File: src/rtl/alu_seq.sv
// alu_seq: issue-side sequencer for the 8-bit ALU with a 4x8 register file.
// Define ALU_SEQ_CC_EN to enable COND-driven skip of the next instruction.
module alu_seq #(
  parameter int unsigned DATA_W = 8,
  parameter logic [DATA_W-1:0] REG_INIT = '0
) (
  input  logic              clk,
  input  logic              rst_n,
  input  logic              in_valid,
  input  logic [15:0]       in_instr,
  output logic              in_ready,
  output logic [DATA_W-1:0] alu_a,
  output logic [DATA_W-1:0] alu_b,
  output logic [2:0]        alu_op,
  output logic              alu_en,
  input  logic [DATA_W-1:0] alu_e,
  input  logic [7:0]        alu_flag,
  output logic              wb_valid,
  output logic [1:0]        wb_addr,
  output logic [DATA_W-1:0] wb_data,
  output logic [2:0]        flag_q,
  output logic              busy
);

  typedef enum logic [1:0] {
    IDLE,
    EXEC,
    WB
  } state_t;

  state_t state_q, state_d;

  logic [DATA_W-1:0] rf_q [4];
  logic [DATA_W-1:0] a_q;
  logic [DATA_W-1:0] b_q;
  logic [DATA_W-1:0] wd_q;
  logic [2:0]        op_q;
  logic [1:0]        wa_q;
  logic              ldi_q;
  logic              skip_q;

  logic [1:0]        cls;
  logic [2:0]        op;
  logic [1:0]        rd;
  logic [1:0]        rs;
  logic [DATA_W-1:0] imm;
  logic [DATA_W-1:0] wb_val;
  logic              acc;
  logic              keep;
  logic              go_alu;
  logic              go_ldi;
  logic              unused_flag;

  assign cls = in_instr[15:14];
  assign op  = in_instr[13:11];
  assign rd  = in_instr[10:9];
  assign rs  = in_instr[8:7];
  assign imm = in_instr[DATA_W-1:0];

  assign unused_flag = ^alu_flag[7:3];

  assign in_ready = (state_q == IDLE);
  assign busy     = (state_q != IDLE);
  assign alu_en   = (state_q == EXEC);
  assign wb_valid = (state_q == WB);

  assign acc    = in_valid & in_ready;
  assign keep   = acc & ~skip_q;
  assign go_alu = keep & ~cls[1];
  assign go_ldi = keep & (cls == 2'b10);

  assign alu_a   = a_q;
  assign alu_b   = b_q;
  assign alu_op  = op_q;
  assign wb_addr = wa_q;
  assign wb_val  = ldi_q ? wd_q : alu_e;
  assign wb_data = wb_valid ? wb_val : wd_q;

  // State register.
  always_ff @(posedge clk or negedge rst_n) begin
    if (!rst_n) begin
      state_q <= IDLE;
    end else begin
      state_q <= state_d;
    end
  end

  // Next state: ALU classes pass through EXEC, LDI goes to WB, COND stays.
  always_comb begin
    state_d = state_q;
    unique case (state_q)
      IDLE: begin
        unique case (1'b1)
          go_alu:  state_d = EXEC;
          go_ldi:  state_d = WB;
          default: state_d = IDLE;
        endcase
      end
      EXEC:    state_d = WB;
      WB:      state_d = IDLE;
      default: state_d = IDLE;
    endcase
  end

  // Operands latch at issue; register file and flags update as WB ends.
  always_ff @(posedge clk or negedge rst_n) begin
    if (!rst_n) begin
      for (int i = 0; i < 4; i++) begin
        rf_q[i] <= REG_INIT;
      end
      a_q    <= '0;
      b_q    <= '0;
      op_q   <= '0;
      wa_q   <= '0;
      wd_q   <= '0;
      ldi_q  <= 1'b0;
      flag_q <= '0;
    end else begin
      if (go_alu) begin
        a_q   <= rf_q[rd];
        b_q   <= cls[0] ? imm : rf_q[rs];
        op_q  <= op;
        wa_q  <= rd;
        ldi_q <= 1'b0;
      end
      if (go_ldi) begin
        wa_q  <= rd;
        wd_q  <= imm;
        ldi_q <= 1'b1;
      end
      if (wb_valid) begin
        rf_q[wa_q] <= wb_val;
        wd_q       <= wb_val;
        if (!ldi_q) begin
          flag_q <= alu_flag[2:0];
        end
      end
    end
  end

`ifdef ALU_SEQ_CC_EN
  logic       go_cnd;
  logic [3:0] cc;

  assign go_cnd = keep & (cls == 2'b11);
  assign cc     = {1'b1, flag_q};

  // Skip arms on COND and is consumed by the next accepted instruction.
  always_ff @(posedge clk or negedge rst_n) begin
    if (!rst_n) begin
      skip_q <= 1'b0;
    end else if (acc && skip_q) begin
      skip_q <= 1'b0;
    end else if (go_cnd) begin
      skip_q <= cc[in_instr[12:11]] ^ in_instr[13];
    end
  end
`else
  assign skip_q = 1'b0;
`endif

endmodule

File: config.mk
export PLATFORM = sky130hd
export DESIGN_NAME = alu_seq
export DESIGN_NICKNAME = d
export VERILOG_FILES = /design/src/rtl/alu_seq.sv
export SDC_FILE = /design/constraint.sdc
export NUM_CORES = 1
export LEC_CHECK = 0
export BUFFER_PORTS_ARGS = -buffer_cell sky130_fd_sc_hd__buf_2
export CORE_MARGIN = 3
export CORE_UTILIZATION = 45
export DETAILED_ROUTE_END_ITERATION = 16
export PLACE_DENSITY = 0.68
export SLEW_MARGIN = 20
export SYNTH_ARGS = -nofsm -noshare
export SYNTH_HDL_FRONTEND = slang
export SYNTH_SLANG_ARGS = --single-unit
File: constraint.sdc
create_clock -name clk -period 3.8 [get_ports clk]
set_input_delay 0.19 -clock clk [delete_from_list [all_inputs] [get_ports clk]]
set_output_delay 0.19 -clock clk [all_outputs]
set_load 0.01 [all_outputs]
==> run_results.csv <==
group,metric,value,unit
sta,min_period_over_period,0.573,
final_layout,finalNonFillerCells,422,
logic_synthesis,synthCells,261,
power,ir_drop,0.000213,V
logic_synthesis,synth.avg_cell_area,12.3,um^2
logic_synthesis,synth_top_family_by_area,"multiplexers",
status,status,"completed",
cts,cts_made_buffers,9,
power,comb_power_share,0.330,
detailed_routing,wl,6.84,mm
logic_synthesis,ys.flop_type,"dfrtp_1",
power,pwr-share-seq,0.466,
final_layout,layout_common_cells,"dfrtp_1 (67), buf_2 (65), nor2_1 (41), a21oi_1 (31), mux2i_1 (17)",
detailed_routing,detailroute.via_count,2244,
power,clkPwrFrac,0.204,
sta,hold_viol,0,
logic_synthesis,synthSimpleGateAreaFrac,0.111,
min_path,min_path_type,"in2reg",
die,floorplan.die_area,8170,um^2
cts,cts-root-buf,"clkbuf_8",
sta,max_freq,0.459,GHz
final_layout,area_delta_synth_final,16.9,%
cts,cts_buffer_depth,2,
placed_design,place_inst,406,
die,die_h,90.4,um
final_layout,antennaDiodeCount,0,
logic_synthesis,async_reset_ff_frac,1.00,
logic_synthesis,synth_area,3200,um^2
die,initial_core_util,0.469,
min_path,min_from,"in_instr[11]",
global_routing,overflow,0,
min_path,whs_endpoint,"alu_op[0]",
cts,clock_latency,0.33,ns
worst_setup_path,reg2reg_depth,3,
placed_design,io_buffers,65,
power,p_leak,1.69,nW
die,die_w,90.4,um
worst_setup_path,reg2reg_from,"state_q[1]",
worst_setup_path,cp.arrival,1.99,ns
job,cap_violations,0,
final_layout,layout_commonest_cell,"dfrtp_1",
sta,grt_setup_unrepaired,"false",
sta,period_needed,2.18,ns
final_layout,nNetsFinal,357,
logic_synthesis,synth_warnings,0,
detailed_routing,dr.first_iter.drc_count,87,
die,ioPinCount,71,
worst_setup_path,crit_type,"reg2out",
worst_setup_path,path_max_fanout,16,
global_routing,grt_pass1_vias,2285,
sta,fin_worst_skew,0.00665,ns
global_routing,track_usage,0.176,
min_path,hold_depth,2,
worst_setup_path,r2r-end,"alu_a[6]",
global_routing,grt_pass1_wl,11.3,mm
cts,cts_tree,"built",
cts,cts_max_level,3,
logic_synthesis,yosysSeqAreaShare,0.523,
worst_setup_path,path_cells,"nand2b_1, inv_2, and2_1, nor2_1, buf_2",
detailed_routing,wire_per_inst,16.2,um
detailed_routing,ant_nets,0,
worst_setup_path,cp_slowest_cell,"nand2b_1",
placed_design,gp_routability_congestion,0.764,
power,power.internal,1.75,mW
cts,cts.sinks,67,
logic_synthesis,ys_ff_latch,67,
logic_synthesis,yosys.area_share.adder,0,
cts,cts_resized,0,
worst_setup_path,crit_required,3.61,ns
power,p_total,2.61,mW
detailed_routing,drcViolationCount,0,
power,power_density,697,nW/um^2
detailed_routing,via_per_inst,5.32,
logic_synthesis,synthMuxAreaShare,0.215,
detailed_routing,drt_first_pass_iters,4,
die,fp-row-count,30,
worst_setup_path,crit_path_end_kind,"primary output",
cts,clk_pin_slew,0.07,ns
worst_setup_path,timing.reg2reg.setup_slack,1.81,ns
sta,worst_pin_slew,0.842,ns
logic_synthesis,synth_compound_area_frac,0.114,
global_routing,antenna_found_initial,0,
final_layout,layout-drive-gt1-share,0.374,
placed_design,hpwl,4.90,mm
sta,slew_violations,0,
global_routing,grt_max_degree,40,
sta,relSlewSlack,0.439,
sta,fin_setup_tns,0,ns
logic_synthesis,synth_nets,296,
power,switching_power,0.857,mW
logic_synthesis,synth_edf_count,0,
power,netSwitchingFraction,0.328,
die,core_area,6830,um^2
worst_setup_path,max_stage_delay,0.57,ns
cts,post_cts_buffers,0,
sta,setup_viol,0,
worst_setup_path,startpoint_type,"flip-flop",
logic_synthesis,synthXorXnorAreaFrac,0,
logic_synthesis,yosysUniqueCellTypes,35,
final_layout,fillers,623,
what timing repair did:
| item | 4_1_cts | 5_1_grt |
|---|---|---|
| setup endpoints to repair | 0 | 0 |
| endpoints found under the hold margin | 22 | 0 |
| hold buffers | 1 | 0 |
per-stage QoR:
step	utilization	instance area (um^2)	setup WS, ns	hold WS [ns]
final	0.549	3750	1.62	0.0876
after global routing	0.549	3750	1.47	0.0798
after CTS	0.549	3750	1.57	0.0788
after detailed placement	0.521	3560	1.79	0.355
after global placement	0.521	3560	1.82	0.353
after floorplan	-	3200	2.35	-0.106
cells in the mapped netlist, types with 2 or more instances:
| library cell | n | area [um^2] |
|---|---|---|
| a21o_1 | 8 | 60.1 |
| buf_2 | 8 | 40.0 |
| nor2b_1 | 2 | 12.5 |
| mux4_2 | 15 | 338 |
| buf_4 | 5 | 37.5 |
| nor2_1 | 41 | 154 |
| nand2_1 | 9 | 33.8 |
| and4bb_2 | 2 | 25.0 |
| clkbuf_2 | 2 | 10.0 |
| o21ai_0 | 8 | 40.0 |
| mux2_2 | 16 | 180 |
| inv_1 | 2 | 7.51 |
| nor4b_4 | 2 | 47.6 |
| a21oi_1 | 31 | 155 |
| dfrtp_1 | 67 | 1680 |
| o21bai_1 | 2 | 15.0 |
| mux2i_1 | 17 | 170 |
| a221o_1 | 7 | 70.1 |
area by class of cell:
| type | instances | area [um^2] | area share |
|---|---|---|---|
| repair buffers | 68 | 350 | 0.0935 |
| clock inverters | 2 | 10.0 | 0.00267 |
| well taps | 96 | 120 | 0.0321 |
| clock buffers | 13 | 169 | 0.0451 |
| multi-input cells | 173 | 1410 | 0.376 |
| flip-flops and latches | 67 | 1680 | 0.447 |
| inverters | 3 | 11.3 | 0.00301 |
registers in the layout, indices dropped and copies added, names as in the netlist:
| signal | flops |
|---|---|
| alu_a | 8 |
| alu_b | 8 |
| alu_op | 3 |
| flag_q | 3 |
| ldi_q | 1 |
| rf_q | 32 |
| state_q | 2 |
| wb_addr | 2 |
| wd_q | 8 |
layer usage:
layer	vias up	global-route usage	share of wire
met1	1117	0.226	0.47
met4	0	0.0689	0.016
met3	11	0.0350	0.036
li1	1069	-	-
met5	-	0	0
met2	47	0.294	0.48
worst max path at each step:
stage,cells after the start,endpoint,from
final,5,wb_data[3],state_q[0]
after global routing,5,wb_data[3],state_q[0]
after CTS,5,wb_data[3],state_q[0]
after detailed placement,3,alu_op[2],state_q[1]
after global placement,3,alu_a[5],state_q[1]
after floorplan,3,wb_addr[0],state_q[1]
cell families after synthesis:
kind of cell           count (synthesis)
DFF                                   67
and+or+nand+nor                       66
AOI/OAI and AO/OA                     59
muxes                                 48
buffers and inverters                 21
worst max-delay path, delay by kind of cell, from the launching register on:
| kind | cells | cell delay, ns |
|---|---|---|
| AND/OR/NAND/NOR | 3 | 0.86 |
| flip-flops | 1 | 0.54 |
| buffers and inverters | 2 | 0.26 |
power by group through the flow:
stage	Sequential (mW)	Clock [mW]	Combinational, mW
CTS	1.22	0.543	0.873
floorplan	1.22	0	0.569
global placement	1.21	0	0.846
finish	1.22	0.531	0.862
global route	1.26	0.577	0.955
detailed placement	1.22	0	0.870
Power figures use the tool's default switching activity.
